$ cat src/rtl/gpio_intc_pkg.sv
// Shared constants for the GPIO interrupt controller: FSM state encoding and
// register map addresses.
package gpio_intc_pkg;

  typedef enum logic [1:0] {
    S_IDLE = 2'd0,
    S_REQ  = 2'd1,
    S_ACK  = 2'd2
  } state_e;

  // Plain vector constants keep the state register a simple logic [1:0]
  localparam logic [1:0] ST_IDLE = S_IDLE;
  localparam logic [1:0] ST_REQ  = S_REQ;
  localparam logic [1:0] ST_ACK  = S_ACK;

  localparam logic [1:0] ADDR_MASK = 2'd0;
  localparam logic [1:0] ADDR_EDGE = 2'd1;
  localparam logic [1:0] ADDR_POL  = 2'd2;
  localparam logic [1:0] ADDR_PEND = 2'd3;

endpackage

$ cat src/rtl/gpio_intc_nch_if.sv
// Register bus of the GPIO interrupt controller: chip-select framed
// read/write with separate accept and read-data-valid strobes.
interface gpio_intc_nch_if #(
  parameter int DW = 16
);
  logic          i_csn_50m;
  logic          i_wr_50m;
  logic          i_rd_50m;
  logic [1:0]    i_addr_50m;
  logic [DW-1:0] i_datin_50m;
  logic [DW-1:0] o_datout_50m;
  logic          wr_valid;
  logic          rd_valid;

  modport master (
    output i_csn_50m, i_wr_50m, i_rd_50m, i_addr_50m, i_datin_50m,
    input  o_datout_50m, wr_valid, rd_valid
  );

  modport slave (
    input  i_csn_50m, i_wr_50m, i_rd_50m, i_addr_50m, i_datin_50m,
    output o_datout_50m, wr_valid, rd_valid
  );
endinterface

$ cat src/rtl/gpio_intc_prio_enc.sv
// Fixed-priority encoder: reports the lowest set index of the request vector.
module gpio_intc_prio_enc #(
  parameter  int N_CH = 8,
  localparam int CW   = $clog2(N_CH)
) (
  input  logic [N_CH-1:0] req_vec,
  output logic [CW-1:0]   idx,
  output logic            vld
);

  // Scanning downward lets the lowest set bit be the last (winning) assignment
  always_comb begin
    idx = '0;
    vld = 1'b0;
    for (int i = N_CH - 1; i >= 0; i--) begin
      if (req_vec[i]) begin
        idx = CW'(i);
        vld = 1'b1;
      end
    end
  end

endmodule

$ cat src/rtl/gpio_intc_nch.sv
// N-channel GPIO interrupt controller: synchronised sources, per-channel
// mask/edge/polarity, fixed-priority INTR/INTA_N handshake, register bus.
module gpio_intc_nch
  import gpio_intc_pkg::*;
#(
  parameter  int N_CH   = 8,
  parameter  int DW     = 16,
  parameter  int RD_LAT = 7,
  localparam int CW     = $clog2(N_CH)
) (
  input  logic            clk_50m,
  input  logic            rstn_50m,
  input  logic [N_CH-1:0] gpio_in,
  gpio_intc_nch_if.slave  bus,
  output logic            INTR,
  input  logic            INTA_N,
  output logic [CW-1:0]   INT_CODE
);

  logic [N_CH-1:0] gpio_p0, gpio_p1, gpio_p2;
  logic            csn_d, inta_d;
  logic [N_CH-1:0] mask_r, edge_r, pol_r, pend_e;
  logic            start, wr_hit, rd_hit, inta_fall;
  logic [N_CH-1:0] edge_set, lvl_pend, pend_all, req_vec, w1c, ack_clr;
  logic [CW-1:0]   win_idx;
  logic            win_vld;
  logic [1:0]      state;
  logic [DW-1:0]   rd_data;
  logic            vld_p [RD_LAT];
  logic [DW-1:0]   dat_p [RD_LAT];

  // Stage boundary: two-flop synchroniser plus previous synchronised value
  always_ff @(posedge clk_50m or negedge rstn_50m) begin
    if (!rstn_50m) begin
      gpio_p0 <= '0;
      gpio_p1 <= '0;
      gpio_p2 <= '0;
      csn_d   <= 1'b1;
      inta_d  <= 1'b1;
    end else begin
      gpio_p0 <= gpio_in;
      gpio_p1 <= gpio_p0;
      gpio_p2 <= gpio_p1;
      csn_d   <= bus.i_csn_50m;
      inta_d  <= INTA_N;
    end
  end

  assign start     = ~bus.i_csn_50m & csn_d;
  assign wr_hit    = start & bus.i_wr_50m;
  assign rd_hit    = start & bus.i_rd_50m & ~bus.i_wr_50m;
  assign inta_fall = ~INTA_N & inta_d;
  assign bus.wr_valid = wr_hit & rstn_50m;

  assign edge_set = edge_r & ((pol_r & gpio_p1 & ~gpio_p2) | (~pol_r & ~gpio_p1 & gpio_p2));
  assign lvl_pend = ~edge_r & ~(gpio_p1 ^ pol_r);
  // Stale edge bits of channels just switched to level must not leak out
  assign pend_all = (pend_e & edge_r) | lvl_pend;
  assign req_vec  = pend_all & mask_r;

  assign w1c     = (wr_hit && bus.i_addr_50m == ADDR_PEND) ? bus.i_datin_50m[N_CH-1:0] : '0;
  assign ack_clr = (state == ST_REQ && inta_fall) ? (N_CH'(1) << INT_CODE) : '0;

  always_ff @(posedge clk_50m or negedge rstn_50m) begin
    if (!rstn_50m) begin
      mask_r <= '0;
      edge_r <= '0;
      pol_r  <= '1;
    end else if (wr_hit) begin
      case (bus.i_addr_50m)
        ADDR_MASK: mask_r <= bus.i_datin_50m[N_CH-1:0];
        ADDR_EDGE: edge_r <= bus.i_datin_50m[N_CH-1:0];
        ADDR_POL:  pol_r  <= bus.i_datin_50m[N_CH-1:0];
        default:   ;
      endcase
    end
  end

  // A new edge in the same cycle as a clear keeps the bit set
  always_ff @(posedge clk_50m or negedge rstn_50m) begin
    if (!rstn_50m) pend_e <= '0;
    else           pend_e <= ((pend_e & ~(w1c | ack_clr)) | edge_set) & edge_r;
  end

  gpio_intc_prio_enc #(.N_CH(N_CH)) u_prio_enc (
    .req_vec (req_vec),
    .idx     (win_idx),
    .vld     (win_vld)
  );

  always_ff @(posedge clk_50m or negedge rstn_50m) begin
    if (!rstn_50m) begin
      state    <= ST_IDLE;
      INT_CODE <= '0;
    end else begin
      case (state)
        ST_IDLE: if (win_vld) begin
          state    <= ST_REQ;
          INT_CODE <= win_idx;
        end
        ST_REQ: begin
          if (inta_fall)     state <= ST_ACK;
          else if (!win_vld) state <= ST_IDLE;
        end
        ST_ACK:  if (INTA_N) state <= ST_IDLE;
        default: state <= ST_IDLE;
      endcase
    end
  end

  assign INTR = (state == ST_REQ);

  always_comb begin
    rd_data = '0;
    case (bus.i_addr_50m)
      ADDR_MASK: rd_data = DW'(mask_r);
      ADDR_EDGE: rd_data = DW'(edge_r);
      ADDR_POL:  rd_data = DW'(pol_r);
      default:   rd_data = DW'(pend_all);
    endcase
  end

  // Stage boundary: read pipeline, valid flushed by reset, data gated by valid
  always_ff @(posedge clk_50m or negedge rstn_50m) begin
    if (!rstn_50m) begin
      for (int i = 0; i < RD_LAT; i++) vld_p[i] <= 1'b0;
    end else begin
      vld_p[0] <= rd_hit;
      for (int i = 1; i < RD_LAT; i++) vld_p[i] <= vld_p[i-1];
    end
  end

  always_ff @(posedge clk_50m) begin
    dat_p[0] <= rd_data;
    for (int i = 1; i < RD_LAT; i++) dat_p[i] <= dat_p[i-1];
  end

  assign bus.rd_valid     = vld_p[RD_LAT-1];
  assign bus.o_datout_50m = vld_p[RD_LAT-1] ? dat_p[RD_LAT-1] : '0;

endmodule

$ cat src/flat_wrapper.sv
// flat-port wrapper written by rule: the top's interface ports become plain ports
module gpio_intc_nch_flat import gpio_intc_pkg::*;
#(
  parameter  int N_CH   = 8,
  parameter  int DW     = 16,
  parameter  int RD_LAT = 7,
  localparam int CW     = $clog2(N_CH)
)
  (clk_50m, rstn_50m, gpio_in, INTR, INTA_N, INT_CODE, bus_i_csn_50m, bus_i_wr_50m, bus_i_rd_50m, bus_i_addr_50m, bus_i_datin_50m, bus_o_datout_50m, bus_wr_valid, bus_rd_valid);
  gpio_intc_nch_if #(.DW(DW)) bus_i ();
  input  logic clk_50m;
  input  logic rstn_50m;
  input  logic [N_CH-1:0] gpio_in;
  output logic INTR;
  input  logic INTA_N;
  output logic [CW-1:0] INT_CODE;
  input wire logic [$bits(bus_i.i_csn_50m)-1:0] bus_i_csn_50m;
  input wire logic [$bits(bus_i.i_wr_50m)-1:0] bus_i_wr_50m;
  input wire logic [$bits(bus_i.i_rd_50m)-1:0] bus_i_rd_50m;
  input wire logic [$bits(bus_i.i_addr_50m)-1:0] bus_i_addr_50m;
  input wire logic [$bits(bus_i.i_datin_50m)-1:0] bus_i_datin_50m;
  output wire logic [$bits(bus_i.o_datout_50m)-1:0] bus_o_datout_50m;
  output wire logic [$bits(bus_i.wr_valid)-1:0] bus_wr_valid;
  output wire logic [$bits(bus_i.rd_valid)-1:0] bus_rd_valid;
  assign bus_i.i_csn_50m = bus_i_csn_50m;
  assign bus_i.i_wr_50m = bus_i_wr_50m;
  assign bus_i.i_rd_50m = bus_i_rd_50m;
  assign bus_i.i_addr_50m = bus_i_addr_50m;
  assign bus_i.i_datin_50m = bus_i_datin_50m;
  assign bus_o_datout_50m = bus_i.o_datout_50m;
  assign bus_wr_valid = bus_i.wr_valid;
  assign bus_rd_valid = bus_i.rd_valid;
  gpio_intc_nch #(.N_CH(N_CH), .DW(DW), .RD_LAT(RD_LAT)) u_core (.clk_50m(clk_50m), .rstn_50m(rstn_50m), .gpio_in(gpio_in), .bus(bus_i), .INTR(INTR), .INTA_N(INTA_N), .INT_CODE(INT_CODE));
endmodule
$ cat config.mk
export PLATFORM = sky130hd
export DESIGN_NAME = gpio_intc_nch_flat
export DESIGN_NICKNAME = d
export VERILOG_FILES = /design/src/rtl/gpio_intc_pkg.sv /design/src/rtl/gpio_intc_nch_if.sv /design/src/rtl/gpio_intc_prio_enc.sv /design/src/rtl/gpio_intc_nch.sv /design/src/flat_wrapper.sv
export SDC_FILE = /design/constraint.sdc
export NUM_CORES = 1
export LEC_CHECK = 0
export CORE_ASPECT_RATIO = 0.8
export CORE_MARGIN = 4
export CORE_UTILIZATION = 49
export CTS_CLUSTER_DIAMETER = 150
export DETAILED_ROUTE_END_ITERATION = 8
export GPL_ROUTABILITY_DRIVEN = 0
export GPL_TIMING_DRIVEN = 0
export HOLD_SLACK_MARGIN = 0.05
export MAX_ROUTING_LAYER = met4
export PLACE_DENSITY = 0.81
export SLEW_MARGIN = 0
export SYNTH_ARGS = -nofsm -noshare
export SYNTH_HDL_FRONTEND = slang
export SYNTH_SLANG_ARGS = --single-unit
export TNS_END_PERCENT = 30
$ cat constraint.sdc
create_clock -name clk_50m -period 1.75 [get_ports clk_50m]
set_input_delay 0.4375 -clock clk_50m [delete_from_list [all_inputs] [get_ports clk_50m]]
set_output_delay 0.4375 -clock clk_50m [all_outputs]
set_load 0.05 [all_outputs]
==> metrics.txt <==
status complete, but fails checks; violated checks negative hold slack, negative setup slack; endpoint type of the worst setup path register; post-synthesis sequential area ratio 0.648; post-route ant nets 0; leakage power 2.55 nW; dpl cells around 480; Die W 115 um; Post-Syn Instances between 300 and 400; fraction of layout cells with a size suffix above 1 0.353; hold_ws -0.00148 ns; PortBufs 35; max-slew violations 0; clk_lat worst skew roughly 0.4 ns; drt first pass iters 4; final net count between 400 and 500; Initial Utilization 0.513; CTS Sinks ~130; fin crit period about 1.9 ns; grt ovf 0; total track usage 0.170; htree depth 4; VDD IR-drop max ~0.0009 V; WP data required 2.04 ns; number of top-level pins 54; setup repair after global routing missed its margin yes; non-filler cells, final about 520; synth unique cells 40; Clock transition at path regs 0.05 ns; largest net degree at the start of global routing 72; Worst-Margin Slew 0.534 ns; Via-to-Cell Ratio 5.04; largest fanout on the critical path 3; dpl ws -0.932 ns; Yosys top cell area share 0.337; max cap viols 0; Mean Syn Cell Area between 10 and 15 um2; Post-synth EDFFs 0; most area-consuming cells after synthesis dfrtp_1 34%, dfxtp_1 25%, mux2_2 7.8%; main flop type after synthesis dfrtp_1; detailed-route DRC error count 0; CTS buffer count 17; Yosys top cell by area dfrtp_1; skew final about 0.0054 ns; Area Overhead vs Synth 28.5%; worst setup margin -0.121 ns; die height a little over 90 um; highest clock rate approximately 0.53 GHz; Die Area approximately 0.011 mm2; Fin. Hold Viols 1; final setup vio count 4; DP HPWL between 5000 and 6000 um; Seq cells post-synth 126; ys async rst share 0.556; synthesized area approximately 0.0045 mm2; DR WL/cell between 15 and 20 um; vias in the first global route between 2000 and 3000; setup TNS -0.251 ns; pwr dens 1500 mW/mm2; ANT cells 0; initial drt markers approximately 140; core area 0.00867 mm2; Yosys warning count 0; nature of the critical path startpoint register; Hold WC Path Type input port to async pin; global-route wire length before repair 13000 um; routed wire length about 8000 um; root buffer cell clkbuf_16; Slew HR 0.644; final cycle utilization of the critical path 1.07; vias after detailed routing ~2600; Crit Path Class register to register; Rows 30; Bufs on Longest Clock Path 2; initial antenna violation count 0; CTS tree built; Worst EP arrival about 2.2 ns
worst paths after layout:
| path | startpoint | to | slack (ns) | depth (start not counted) |
|---|---|---|---|---|
| worst max register to register | u_core.pol_r[7] | u_core.INT_CODE[1] | -0.12 | 7 |
| worst min register to register | u_core.dat_p[0][0] | u_core.dat_p[1][0] | 0.32 | 0 |
| max in group asynchronous | rstn_50m | u_core.gpio_p1[1] | 0.80 | 2 |
| worst max-delay path | u_core.pol_r[7] | u_core.INT_CODE[1] | -0.12 | 7 |
| worst min-delay path | rstn_50m | u_core.gpio_p0[5] | -0.001 | 1 |
| min in group clk_50m | bus_i_csn_50m | u_core.csn_d | 0.29 | 1 |
layer usage:
layer	part of all wire	vias to the layer above	wire, um	global-route usage
met4	0.017	0	140	0.0712
li1	-	1255	-	-
met3	0.075	19	598	0.0724
met2	0.48	74	3830	0.255
met5	0	-	0	-
met1	0.43	1286	3460	0.202
power breakdown:
| part | switching, mW | internal [mW] |
|---|---|---|
| Combinational | 0.820 | 0.744 |
| Clock | 1.19 | 2.00 |
| Sequential | 0.315 | 3.50 |
layout by cell type, fill, tap and decap left out, types with 5 or more instances in the layout:
| cell type | instances |
|---|---|
| clkdlybuf4s50_1 | 19 |
| inv_2 | 5 |
| o21a_1 | 6 |
| and2_1 | 12 |
| conb_1 | 8 |
| buf_2 | 14 |
| ha_1 | 12 |
| o21ai_0 | 6 |
| nand3_2 | 5 |
| nand2_1 | 6 |
| buf_4 | 17 |
| mux2_2 | 30 |
| dfstp_2 | 10 |
| nand2b_1 | 15 |
| nor2b_1 | 9 |
| a31oi_1 | 5 |
| dfrtp_1 | 59 |
| inv_1 | 12 |
| a21oi_1 | 13 |
| dfxtp_1 | 56 |
| clkbuf_16 | 19 |
cells in the mapped netlist, types with 2 or more instances:
cell type,n
buf_4,9
o211ai_1,3
o311ai_0,2
nand3_1,8
a211oi_1,4
and4bb_2,2
o21a_1,6
a21oi_1,13
nor2b_1,10
dfstp_2,10
mux2_2,31
and3_1,2
nand2_1,6
mux4_2,4
dfxtp_1,56
o21ai_2,2
a31oi_1,5
buf_2,5
nor2_1,4
mux2i_1,2
nand2b_1,17
dfrtp_1,60
a21boi_1,2
o21ai_0,6
and2_1,12
ha_1,16
inv_1,17
worst max-delay path, cell delays in order, from the launching register on:
cell,delay [ns]
dfstp_2,0.55
inv_2,0.05
ha_4,0.27
nand2b_4,0.06
and3_4,0.17
o211ai_1,0.23
a31oi_1,0.14
mux2_4,0.28
metrics by stage:
stage | hold slack, ns | power, mW | cell area [um2] | utilization
after global routing | 0.0450 | 8.98 | 5720 | 0.659
after CTS | 0.0379 | 8.54 | 5610 | 0.647
after global placement | 0.310 | 5.13 | 4990 | 0.576
after floorplan | 0.142 | 4.75 | 4500 | -
after detailed placement | 0.312 | 5.21 | 4990 | 0.576
final | -0.00148 | 8.57 | 5720 | 0.659
cells by family after synthesis:
group                      Yosys count  share of synthesized area
other                                1                   0.000843
buffers and inverters               31                     0.0351
muxes                               37                      0.103
DFF                                126                      0.648
and+or+nand+nor                     70                      0.100
AOI/OAI and AO/OA                   46                     0.0675
adders and majority gates           16                     0.0450
registers in the layout, summed over array words and instances, names as in the netlist:
name	flops
u_core.mask_r	8
u_core.inta_d	1
u_core.gpio_p2	8
u_core.gpio_p1	8
u_core.csn_d	1
u_core.gpio_p0	8
u_core.vld_p	6
u_core.edge_r	8
u_core.state	2
u_core.pend_e	8
u_core.INT_CODE	3
u_core.pol_r	8
u_core.bus.rd_valid	1
u_core.dat_p	56
area by class of cell:
| class | instances | area [um2] |
|---|---|---|
| buffer | 14 | 92.6 |
| clock buffer | 23 | 500 |
| clock inverter | 9 | 57.6 |
| fill | 587 | 2950 |
| inverter | 17 | 63.8 |
| multi-input combinational | 177 | 1570 |
| sequential | 126 | 2890 |
| tap | 112 | 140 |
| timing repair buffer | 45 | 404 |
what timing repair did:
item,in CTS,in global routing
setup buffers,6,3
endpoints found under the setup margin,33,26
pin swaps,9,10
resized for setup,77,20
endpoints found under the hold margin,51,3
Note: power is estimated with default switching activity, not from simulation.
